--- config.mk ---
export PLATFORM = sky130hd
export DESIGN_NAME = cdb_arbiter
export DESIGN_NICKNAME = d
export VERILOG_FILES = /design/src/rtl/cdb_pkg.sv /design/src/rtl/rr_arbiter.sv /design/src/rtl/cdb_arbiter.sv
export SDC_FILE = /design/constraint.sdc
export NUM_CORES = 1
export LEC_CHECK = 0
export ABC_CLOCK_PERIOD_IN_PS = 4700
export BUFFER_PORTS_ARGS = -buffer_cell sky130_fd_sc_hd__buf_2
export CORE_UTILIZATION = 25
export DETAILED_ROUTE_END_ITERATION = 10
export GPL_TIMING_DRIVEN = 0
export PLACE_DENSITY = 0.59
export SLEW_MARGIN = 20
export SYNTH_ARGS = -nofsm -noshare
export SYNTH_HDL_FRONTEND = slang
export SYNTH_SLANG_ARGS = --single-unit
--- constraint.sdc ---
create_clock -name clk -period 4.7 [get_ports clk]
set_input_delay 0 -clock clk [delete_from_list [all_inputs] [get_ports clk]]
set_output_delay 0 -clock clk [all_outputs]
set_load 0.1 [all_outputs]
--- src/rtl/cdb_pkg.sv ---
// cdb_pkg: shared definitions for the Common Data Bus arbiter.
// Holds default widths, requester index constants and the CDB entry layout
// as seen by consumers built at the default widths.
package cdb_pkg;

    localparam int CDB_NUM_REQ    = 3;
    localparam int CDB_DATA_WIDTH = 32;
    localparam int CDB_PREG_WIDTH = 7;
    localparam int CDB_ROB_WIDTH  = 4;

    // Writeback requester indices on the arbiter's request vector.
    localparam int REQ_ALU    = 0;
    localparam int REQ_BRANCH = 1;
    localparam int REQ_LSU    = 2;

    typedef struct packed {
        logic                      valid;
        logic [CDB_DATA_WIDTH-1:0] data;
        logic [CDB_PREG_WIDTH-1:0] prd;
        logic [CDB_ROB_WIDTH-1:0]  rob_tag;
    } cdb_entry_t;

endpackage

--- src/rtl/rr_arbiter.sv ---
// rr_arbiter: purely combinational round-robin pick.
// Scans req starting at ptr with increasing index, wrapping from N-1 to 0,
// and returns a one-hot grant on the first set bit (zero if none).
module rr_arbiter #(
    parameter  int N     = 3,
    localparam int PTR_W = $clog2(N)
) (
    input  logic [N-1:0]     req,
    input  logic [PTR_W-1:0] ptr,
    output logic [N-1:0]     grant
);

    int   idx;
    logic found;

    // First valid requester at or after ptr (with explicit wrap) wins.
    always_comb begin
        // NOTE: every variable gets a default before any conditional write so no latch is inferred.
        grant = '0;
        found = 1'b0;
        idx   = 0;
        for (int k = 0; k < N; k++) begin
            idx = int'(ptr) + k;
            if (idx >= N) begin
                idx = idx - N;
            end
            if (!found && req[PTR_W'(idx)]) begin
                grant[PTR_W'(idx)] = 1'b1;
                found              = 1'b1;
            end
        end
    end

endmodule

--- src/rtl/cdb_arbiter.sv ---
// cdb_arbiter: shares the Common Data Bus between writeback requesters.
// Round-robin grant each cycle, winner registered onto the CDB one cycle
// later, losers stalled. Reset outranks flush, flush outranks grant.
// Optional macro CDB_ARB_PERF_EN adds per-requester saturating grant and
// stall counters (o_grant_count / o_stall_count).
module cdb_arbiter
    import cdb_pkg::*;
#(
    parameter int NUM_REQ    = CDB_NUM_REQ,
    parameter int DATA_WIDTH = CDB_DATA_WIDTH,
    parameter int PREG_WIDTH = CDB_PREG_WIDTH,
    parameter int ROB_WIDTH  = CDB_ROB_WIDTH
) (
    input  logic                            clk,
    input  logic                            reset,
    input  logic                            i_flush,
    input  logic [NUM_REQ-1:0]              i_req_valid,
    input  logic [NUM_REQ*DATA_WIDTH-1:0]   i_req_data,
    input  logic [NUM_REQ*PREG_WIDTH-1:0]   i_req_prd,
    input  logic [NUM_REQ*ROB_WIDTH-1:0]    i_req_rob_tag,
    output logic [NUM_REQ-1:0]              o_stall,
    output logic [NUM_REQ-1:0]              o_grant,
    output logic                            o_cdb_valid,
    output logic [DATA_WIDTH-1:0]           o_cdb_data,
    output logic [PREG_WIDTH-1:0]           o_cdb_prd,
    output logic [ROB_WIDTH-1:0]            o_cdb_rob_tag
`ifdef CDB_ARB_PERF_EN
    ,
    output logic [NUM_REQ*32-1:0]           o_grant_count,
    output logic [NUM_REQ*32-1:0]           o_stall_count
`endif
);

    localparam int PTR_W = $clog2(NUM_REQ);

    // CDB register at this instance's widths (matches cdb_entry_t at defaults).
    typedef struct packed {
        logic                  valid;
        logic [DATA_WIDTH-1:0] data;
        logic [PREG_WIDTH-1:0] prd;
        logic [ROB_WIDTH-1:0]  rob_tag;
    } cdb_reg_t;

    logic [PTR_W-1:0]   rr_ptr_q, rr_ptr_d;
    cdb_reg_t           cdb_q, cdb_d;
    logic [NUM_REQ-1:0] grant_raw;
    logic               kill;

    rr_arbiter #(.N(NUM_REQ)) u_rr_arbiter (
        .req   (i_req_valid),
        .ptr   (rr_ptr_q),
        .grant (grant_raw)
    );

    // Gate grant and stall: reset or flush releases every requester this cycle.
    always_comb begin
        kill    = reset | i_flush;
        o_grant = kill ? '0 : grant_raw;
        o_stall = kill ? '0 : (i_req_valid & ~grant_raw);
    end

    // Next CDB contents and round-robin pointer from this cycle's grant.
    always_comb begin
        rr_ptr_d      = rr_ptr_q;
        cdb_d         = cdb_q;
        cdb_d.valid   = 1'b0;
        for (int i = 0; i < NUM_REQ; i++) begin
            if (o_grant[i]) begin
                cdb_d.valid   = 1'b1;
                cdb_d.data    = i_req_data[i*DATA_WIDTH +: DATA_WIDTH];
                cdb_d.prd     = i_req_prd[i*PREG_WIDTH +: PREG_WIDTH];
                cdb_d.rob_tag = i_req_rob_tag[i*ROB_WIDTH +: ROB_WIDTH];
                // Explicit wrap: NUM_REQ need not be a power of two.
                rr_ptr_d      = (i == NUM_REQ-1) ? '0 : PTR_W'(i + 1);
            end
        end
    end

    // Pointer and CDB register, synchronous reset.
    always_ff @(posedge clk) begin
        // NOTE: sequential state uses non-blocking assignments so all flops update together.
        if (reset) begin
            rr_ptr_q <= '0;
            cdb_q    <= '0;
        end else begin
            rr_ptr_q <= rr_ptr_d;
            cdb_q    <= cdb_d;
        end
    end

    assign o_cdb_valid   = cdb_q.valid;
    assign o_cdb_data    = cdb_q.data;
    assign o_cdb_prd     = cdb_q.prd;
    assign o_cdb_rob_tag = cdb_q.rob_tag;

`ifdef CDB_ARB_PERF_EN
    logic [31:0] grant_cnt_q [NUM_REQ];
    logic [31:0] grant_cnt_d [NUM_REQ];
    logic [31:0] stall_cnt_q [NUM_REQ];
    logic [31:0] stall_cnt_d [NUM_REQ];

    // Saturating per-requester grant and stall-cycle counters.
    always_comb begin
        for (int i = 0; i < NUM_REQ; i++) begin
            grant_cnt_d[i] = grant_cnt_q[i];
            stall_cnt_d[i] = stall_cnt_q[i];
            if (o_grant[i] && (grant_cnt_q[i] != '1)) begin
                grant_cnt_d[i] = grant_cnt_q[i] + 32'd1;
            end
            if (o_stall[i] && (stall_cnt_q[i] != '1)) begin
                stall_cnt_d[i] = stall_cnt_q[i] + 32'd1;
            end
        end
    end

    // Counter registers, cleared only by reset.
    always_ff @(posedge clk) begin
        for (int i = 0; i < NUM_REQ; i++) begin
            if (reset) begin
                grant_cnt_q[i] <= '0;
                stall_cnt_q[i] <= '0;
            end else begin
                grant_cnt_q[i] <= grant_cnt_d[i];
                stall_cnt_q[i] <= stall_cnt_d[i];
            end
        end
    end

    for (genvar g = 0; g < NUM_REQ; g++) begin : g_perf_out
        assign o_grant_count[g*32 +: 32] = grant_cnt_q[g];
        assign o_stall_count[g*32 +: 32] = stall_cnt_q[g];
    end
`endif

    // Structural invariants of the arbiter.
    a_ptr_range: assert property (@(posedge clk) disable iff (reset)
        int'(rr_ptr_q) < NUM_REQ);
    a_grant_onehot: assert property (@(posedge clk) disable iff (reset)
        $onehot0(o_grant));
    a_grant_subset: assert property (@(posedge clk) disable iff (reset)
        (o_grant & ~i_req_valid) == '0);

endmodule

==> results of run 1 <==
synth_stat cells (all sizes together) (2+ instances only):
cell type / n
a22oi: 43
nor2: 3
and3: 4
mux2i: 3
dfxtp: 46
inv: 7
buf: 12
a221o: 43
ha: 4
a32oi: 2
o21ai: 45
nor3: 3
nand2b: 2
clkbuf: 19
nand2: 46
o211ai: 2
registers in the layout, indices dropped and copies added (netlist names):
signal         flops
o_cdb_data        32
o_cdb_prd          7
o_cdb_rob_tag      4
o_cdb_valid        1
rr_ptr_q           2
metal layers:
metal  vias up  GRT usage [%]
met4         0           4.44
li1       1627              -
met2       132           32.8
met1      1579           21.9
met5         -              0
met3        10           3.39
power by group:
part           switching (uW)  internal, uW  total (uW)
logic                     925           263        1190
registers                74.3           485         559
clock network             143           119         262
worst paths after layout:
path	to	depth (start not counted)
setup / recovery	o_stall[1]	10
hold / removal	o_cdb_data[21]	4
setup reg to reg	o_cdb_rob_tag[3]	10
hold reg to reg	o_cdb_data[7]	1
what timing repair did:
action	CTS	global route
buffers inserted	0	0
hold buffers	43	0
hold endpoints to repair	43	0
worst min-delay path, delay by kind of cell:
kind,cells,cell delay (ns)
buffers and inverters,1,0.08
AOI/OAI and AO/OA,3,0.23
layout make-up:
| type | count | area (um2) | area share, % |
|---|---|---|---|
| tap | 133 | 166 | 4.01 |
| multi-input combinational | 213 | 1450 | 35.0 |
| buffer | 31 | 148 | 3.56 |
| clock buffer | 6 | 82.6 | 1.99 |
| sequential | 46 | 921 | 22.2 |
| inverter | 7 | 26.3 | 0.633 |
| clock inverter | 2 | 12.5 | 0.302 |
| timing repair buffer | 225 | 1340 | 32.3 |
layout by cell type, fill, tap and decap left out, drive strengths merged, types with 2 or more instances in the layout:
cell	n
nor3	3
o21ai	45
o211ai	2
a32oi	2
buf	194
mux2i	3
nand2	46
nand2b	2
nor2	3
dfxtp	46
a221o	43
clkbuf	25
dlygate4sd3	43
ha	4
a22oi	43
inv	7
and3	4
logic make-up (layout without fill, tap and decap cells):
family,after synthesis,count (layout),share of synthesized area [%]
DFF,46,46,36.2
and+or+nand+nor,63,63,11.5
adders and majority gates,4,4,1.97
AOI/OAI and AO/OA,143,143,42.4
muxes,3,3,1.18
buffers and inverters,38,271,6.83
per-stage QoR:
stage               setup slack, ns  utilization [%]
CTS                            1.24             42.2
floorplan                      1.04                -
global placement               1.61             36.9
finish                         1.31             42.2
global route                   1.07             42.2
detailed placement             1.59             36.9
==> impl_metrics.yaml, run 1 <==
die:
  dieArea_um2: 10600
  num_rows: 36
  die_y_um: 103
  start_util_pct: 25.9
  io_pins: 185
  core_um2: 9820
  die_width_um: 103
worst_hold_path:
  hp-start: "i_req_data[85]"
  hold_path_class: "input pin to flop"
logic_synthesis:
  ys_seq_area_share_pct: 36.2
  ys_types: 34
  synthTopCellsByArea: "dfxtp_1 36%, a221o_1 17%, a22oi_1 13%, o21ai_0 8.8%, nand2_1 6.8%"
  synthesis.area_um2: 2540
  synthFlopType: "dfxtp_1"
  synth_edf_count: 0
  netlist.area_leader.share_pct: 36.2
  synth.largest_area_cell: "dfxtp_1"
  yosysWarnings: 0
  synth.avg_cell_area_um2: 8.57
  netlist_instances: 297
  ys_seq_elements: 46
  async_reset_ff_share_pct: 0
  syn_nets: 436
sta:
  fmax_mhz: 295
  tns_ns: 0
  min_period_over_period_pct: 72.2
  rsz0062_at_grt: "false"
  min_period_ns: 3.39
  maxSlewHeadroom_pct: 61.3
  timing_hold_violations_final: 0
  holdWs_ns: 0.0250
  finClkSkew_ns: 0.0116
  finalSetupViolCount: 0
  maxSlewViolCount: 0
  worstMarginPinSlew_ns: 0.581
clock_tree:
  cts_inserted_buffers: 5
  ctsLongestPathBuffers: 2
  root_buffer: "clkbuf_8"
  cts_tree: "built"
  cts_sinks: 46
  clkLatencyLatePin_ns: 0.30
  htree_levels: 2
  clkSlewWorstSetupHoldPaths_ns: 0.10
  cts_resized: 0
worst_setup_path:
  path_cells: "inv_1 > ha_1 > inv_2 > and3_1 > o2bb2ai_1 > a32oi_1 > buf_2 > clkbuf_1 > and3_1 > buf_2"
  cp_slowest_cell: "a32oi_1"
  criticalPathCategory: "flop to output pin"
  start_kind: "flop"
  worstPathArrival_ns: 3.39
  crit_fanout: 10
  end_kind: "output pin"
  critical_path.top_delay_family: "buffers and inverters"
  reg2reg_slack_ns: 1.67
  slowest_delay_ns: 0.48
  worstPathRequired_ns: 4.70
  r2r-start: "rr_ptr_q[0]"
  crit_path_start: "rr_ptr_q[0]"
  crit_buf_inv: 5
detailed_routing:
  dr.first_iter.drc_count: 155
  maxUsedRoutingLayer: "met4"
  drt_pass1_iterations: 5
  drc: 0
  met1_length_mm: 4.39
  wl_mm: 10.1
  dr_wl_met2_mm: 5.02
  vias_per_cell: 5.05
  wl_met3_um: 613
  wl_per_cell_um: 15.3
  ant_nets: 0
  vias: 3348
placement:
  gp_congestion: 0.855
  hpwl_mm: 7.47
  port_buffers: 182
  placed_area_um2: 3620
  placed_cells_incl_taps: 612
global_routing:
  grtUsageTotal_pct: 18.1
  antenna_found_initial: 0
  grt_pass1_wl_mm: 14.9
  grt-ovfl-total: 0
  grt_pass1_vias: 3080
  grt_max_degree: 15
flow_run:
  max_cap_violations: 0
cells_and_area:
  layout-drive-gt1-share_pct: 38.9
  fill_cells: 1032
  diodes: 0
  syn2layout_area_growth_pct: 63.0
  fin_cells: 663
  nets: 668
  fin_area_um2: 4150
pwr:
  p_per_area_nw_per_um2: 484
  p_leak_uw: 0.00192
  vdd_drop_max_uv: 225
  fin_total_pwr_uw: 2010
run_status:
  status: "completed"
Power figures use the tool's default switching activity.
==> run 2: changes to the inputs <==
--- a/config.mk
+++ b/config.mk
@@ -5,7 +5,7 @@
 export SDC_FILE = /design/constraint.sdc
 export NUM_CORES = 1
 export LEC_CHECK = 0
-export ABC_CLOCK_PERIOD_IN_PS = 4700
+export ABC_CLOCK_PERIOD_IN_PS = 3300
 export BUFFER_PORTS_ARGS = -buffer_cell sky130_fd_sc_hd__buf_2
 export CORE_UTILIZATION = 25
 export DETAILED_ROUTE_END_ITERATION = 10
==> constraint.sdc (replaced) <==
create_clock -name clk -period 3.3 [get_ports clk]
set_input_delay 0 -clock clk [delete_from_list [all_inputs] [get_ports clk]]
set_output_delay 0 -clock clk [all_outputs]
set_load 0.1 [all_outputs]
==> impl_metrics.yaml, run 2 (synthesis results as in run 1) <==
clock_tree:
  htree_levels: 2
  clkLatencyLatePin_ns: 0.30
  cts_sinks: 46
  cts_tree: "built"
  ctsLongestPathBuffers: 2
  clkSlewWorstSetupHoldPaths_ns: 0.09
  cts_inserted_buffers: 5
  root_buffer: "clkbuf_8"
flow_run:
  max_cap_violations: 0
detailed_routing:
  ant_nets: 0
  wl_mm: 10.2
  wl_per_cell_um: 15.4
  drc: 0
  vias_per_cell: 5.07
  drt_pass1_iterations: 5
  dr.first_iter.drc_count: 175
  vias: 3358
sta:
  worstMarginPinSlew_ns: 0.556
  timing_hold_violations_final: 0
  tns_ns: 0
  min_period_over_period_pct: 89.8
  maxSlewHeadroom_pct: 62.9
  finClkSkew_ns: 0.00734
  holdWs_ns: 0.0358
  fmax_mhz: 337
  rsz0062_at_grt: "false"
  maxSlewViolCount: 0
  finalSetupViolCount: 0
  min_period_ns: 2.96
global_routing:
  grt_max_degree: 14
  grt_pass1_vias: 3046
  grt_pass1_wl_mm: 14.9
  antenna_found_initial: 0
  grtUsageTotal_pct: 17.7
  grt-ovfl-total: 0
cells_and_area:
  fill_cells: 1037
  fin_area_um2: 4180
  nets: 667
  syn2layout_area_growth_pct: 64.1
  final_common_cell: "buf_2"
  largest_reg_flops: 32
  layout-drive-gt1-share_pct: 39.1
  fin_cells: 662
  mostFrequentLayoutCells: "188 x buf_2, 46 x nand2_1, 46 x dfxtp_1"
  diodes: 0
pwr:
  p_per_area_nw_per_um2: 696
  p_leak_uw: 0.00193
  fin_total_pwr_uw: 2910
  p_switching_uw: 1610
  pwr-share-seq_pct: 27.3
  power.share.combinational_pct: 58.2
  internal_power_uw: 1290
  clockPowerShare_pct: 14.5
  netSwitchingFraction_pct: 55.5
  vdd_drop_max_uv: 223
worst_setup_path:
  crit_buf_inv: 3
  reg2reg_slack_ns: 0.45
  crit_end: "o_grant[2]"
  reg2regPathDepth: 11
  criticalPathCategory: "flop to output pin"
  worstPathRequired_ns: 3.30
  r2r-start: "rr_ptr_q[0]"
  r2r_end: "o_cdb_data[28]"
  crit_fanout: 10
  worstPathArrival_ns: 2.96
  end_kind: "output pin"
  crit_path_start: "rr_ptr_q[1]"
  path_cells: "inv_1 > ha_1 > nand2b_1 > or3_4 > nor3_4 > clkbuf_1 > buf_2"
  critical_path.top_delay_family: "buffers and inverters"
  start_kind: "flop"
  path_depth: 7
  cp_slowest_cell: "buf_2"
  slowest_delay_ns: 0.52
placement:
  placed_cells_incl_taps: 612
  port_buffers: 182
  gp_congestion: 0.845
  placed_area_um2: 3630
  hpwl_mm: 7.27
die:
  io_pins: 185
  die_y_um: 103
  dieArea_um2: 10600
  start_util_pct: 25.9
  die_width_um: 103
  core_um2: 9820
  num_rows: 36
run_status:
  status: "completed"
worst_hold_path:
  hold_path_class: "input pin to flop"
run 2: per-stage QoR:
| stage | util (%) | worst slack (ns) |
|---|---|---|
| after CTS | 42.5 | 0.0593 |
| final | 42.5 | 0.336 |
| after floorplan | - | 0.326 |
| after global placement | 37.0 | 0.305 |
| after global routing | 42.5 | 0.169 |
| after detailed placement | 37.0 | 0.280 |
run 2: timing repair:
action | 4_1_cts | 5_1_grt
endpoints found under the hold margin | 43 | 0
resized for setup | 1 | 1
buffers inserted | 0 | 0
setup endpoints to repair | 1 | 2
hold buffers | 43 | 0
pin swaps | 0 | 0
run 2: final cells by class:
class	count	area [um2]	share of cell area, %
Buffer	30	144	3.45
Clock inverter	1	30.0	0.719
Clock buffer	7	76.3	1.83
Multi-Input combinational cell	213	1470	35.2
Timing Repair Buffer	225	1340	32.2
Sequential cell	46	921	22.1
Inverter	7	26.3	0.629
Tap cell	133	166	3.99
run 2: power groups by stage:
stage / combinational, uW / clock [uW] / sequential (uW)
6_report: 1690 / 421 / 794
5_1_grt: 1770 / 455 / 810
4_1_cts: 1690 / 435 / 792
3_5_place_dp: 1650 / 0 / 802
3_3_place_gp: 1640 / 0 / 799
2_1_floorplan: 395 / 0 / 1720
run 2: how the worst min path moves through the flow:
stage | start | endpoint | depth (start not counted)
finish | i_req_data[83] | o_cdb_data[19] | 4
global route | i_req_data[71] | o_cdb_data[7] | 4
CTS | i_req_data[83] | o_cdb_data[19] | 4
detailed placement | i_req_data[6] | o_cdb_data[6] | 2
global placement | i_req_data[25] | o_cdb_data[25] | 2
floorplan | i_req_data[0] | o_cdb_data[0] | 1
run 2: routing by layer:
| metal | track usage, % | part of all wire (%) | up-vias |
|---|---|---|---|
| li1 | - | - | 1627 |
| met4 | 4.88 | 1.5 | 0 |
| met1 | 22.5 | 42 | 1591 |
| met2 | 31.2 | 51 | 127 |
| met3 | 2.51 | 5.7 | 13 |
| met5 | 0 | 0 | - |
run 2: worst reg2reg max path, cell delays in order (launching register included):
cell       delay (ns)
dfxtp_1          0.38
inv_1            0.09
ha_1             0.40
inv_2            0.06
and3_1           0.19
o2bb2ai_1        0.14
a32oi_2          0.36
buf_2            0.40
and3_1           0.21
buf_2            0.19
buf_4            0.22
a221o_1          0.16
==> run 3: changes to the inputs <==
--- a/config.mk
+++ b/config.mk
@@ -7,8 +7,10 @@
 export LEC_CHECK = 0
 export ABC_CLOCK_PERIOD_IN_PS = 3300
 export BUFFER_PORTS_ARGS = -buffer_cell sky130_fd_sc_hd__buf_2
+export CORE_ASPECT_RATIO = 1.4
 export CORE_UTILIZATION = 25
 export DETAILED_ROUTE_END_ITERATION = 10
+export GPL_ROUTABILITY_DRIVEN = 0
 export GPL_TIMING_DRIVEN = 0
 export PLACE_DENSITY = 0.59
 export SLEW_MARGIN = 20
==> constraint.sdc (replaced) <==
create_clock -name clk -period 3.3 [get_ports clk]
set_input_delay 0.495 -clock clk [delete_from_list [all_inputs] [get_ports clk]]
set_output_delay 0.495 -clock clk [all_outputs]
set_load 0.1 [all_outputs]
==> impl_metrics.yaml, run 3 (synthesis results as in run 1) <==
worst_setup_path:
  reg2regPathDepth: 10
  end_kind: "output pin"
  r2r-start: "rr_ptr_q[0]"
  r2r_end: "o_cdb_rob_tag[0]"
  start_kind: "flop"
  criticalPathCategory: "flop to output pin"
  reg2reg_slack_ns: 0.49
  worstPathArrival_ns: 2.63
  crit_fanout: 10
  worstPathRequired_ns: 2.80
sta:
  finClkSkew_ns: 0.00384
  timing.final.ws_setup_ns: 0.176
  worstMarginPinSlew_ns: 0.554
  min_period_over_period_pct: 94.7
  timing_hold_violations_final: 0
  finalSetupViolCount: 0
  maxSlewHeadroom_pct: 63.0
  min_period_ns: 3.12
  rsz0062_at_grt: "false"
  maxSlewViolCount: 0
  fmax_mhz: 320
placement:
  port_buffers: 182
  placed_cells_incl_taps: 614
  place_ws_ns: -0.415
  placed_area_um2: 3630
  hpwl_mm: 7.13
worst_hold_path:
  hp-start: "i_req_data[13]"
  hold-path-cell-count: 2
  hold_end: "o_cdb_data[13]"
  hold_path_class: "input pin to flop"
die:
  start_util_pct: 25.7
  core_um2: 9900
  num_rows: 43
  io_pins: 185
  dieArea_um2: 10600
  die_width_um: 87.3
  die_y_um: 121
global_routing:
  groute.layer.met1.usage_pct: 21.9
  grtUsageTotal_pct: 17.1
  grt_pass1_vias: 2884
  grt_use_met3_pct: 2.31
  grt-busiest-layer: "met2"
  grt_pass1_wl_mm: 14.3
  antenna_found_initial: 0
  grt_max_degree: 20
  gr-usage-met2_pct: 29.1
  grt-ovfl-total: 0
cells_and_area:
  largest_reg_flops: 32
  fin_util_pct: 38.7
  final_common_cell: "buf_2"
  mostFrequentLayoutCells: "185 x buf_2, 46 x nand2_1, 46 x dfxtp_1"
  fin_cells: 622
  nets: 626
  diodes: 0
  fin_area_um2: 3830
  fill_cells: 1063
  syn2layout_area_growth_pct: 50.6
  layout-drive-gt1-share_pct: 43.3
clock_tree:
  cts_tree: "built"
  htree_levels: 2
  cts_inserted_buffers: 5
  root_buffer: "clkbuf_16"
  cts_sinks: 46
  ctsLongestPathBuffers: 2
  clkLatencyLatePin_ns: 0.28
  hold_buffers: 0
  clkSlewWorstSetupHoldPaths_ns: 0.07
detailed_routing:
  drt_pass1_iterations: 4
  dr.first_iter.drc_count: 156
  drc: 0
  wl_mm: 9.59
  vias_per_cell: 5.12
  vias: 3185
  wl_per_cell_um: 15.4
  ant_nets: 0
pwr:
  p_per_area_nw_per_um2: 793
  vdd_drop_max_uv: 243
  p_leak_uw: 0.00180
run_status:
  status: "completed"
flow_run:
  max_cap_violations: 0
run 3: cell types whose count changed in the layout (fill, tap and decap cells not counted), sizes merged:
cell and change:
buf +1, dlygate4sd3 -43
run 3: critical path, cell delays in order (launching register included):
cell and delay [ns]:
dfxtp_1 0.38, inv_1 0.07, ha_1 0.25, nand2b_1 0.21, or3_4 0.38, nor3_4 0.38
clkbuf_2 0.33, buf_4 0.34
run 3: metal layers:
metal | part of all wire (%) | wire length (um) | up-vias
met5 | 0 | 0 | -
met4 | 2.0 | 190 | 0
met3 | 5.1 | 490 | 14
met2 | 50 | 4780 | 128
met1 | 43 | 4130 | 1502
li1 | - | - | 1541
run 3: power breakdown:
group          switching, uW  internal (uW)  total, uW
sequential               104            691        795
combinational           1310            352       1660
clock                    212            374        586
total                   1620           1420       3040
run 3: worst max path at each step:
stage / from / endpoint / slack [ns]
floorplan: rr_ptr_q[0] / o_grant[1] / 0.005
global placement: rr_ptr_q[0] / o_stall[1] / -0.42
detailed placement: rr_ptr_q[0] / o_stall[1] / -0.42
CTS: rr_ptr_q[1] / o_grant[2] / 0.002
global route: rr_ptr_q[1] / o_grant[2] / 0.02
finish: rr_ptr_q[1] / o_grant[2] / 0.18
run 3: through the flow:
stage | setup TNS, ns | total power (uW) | hold slack, ns
CTS | 0 | 3050 | 0.424
detailed placement | -0.557 | 2450 | 0.492
finish | 0 | 3040 | 0.432
floorplan | 0 | 2110 | 0.502
global route | 0 | 3170 | 0.431
global placement | -0.563 | 2440 | 0.488
run 3: repair_timing:
item	CTS	global route
resized for setup	4	3
setup endpoints to repair	3	4
setup buffers	0	2
pin swaps	0	1
endpoints found under the hold margin	0	0
run 3: cell type report:
class | instances | area [um2] | area share [%]
plain buffers | 30 | 148 | 3.85
clock buffers | 6 | 139 | 3.62
clock inverters | 1 | 30.0 | 0.783
inverters | 7 | 26.3 | 0.685
multi-input cells | 213 | 1470 | 38.3
flip-flops and latches | 46 | 921 | 24.0
well taps | 135 | 169 | 4.41
repair buffers | 184 | 933 | 24.3
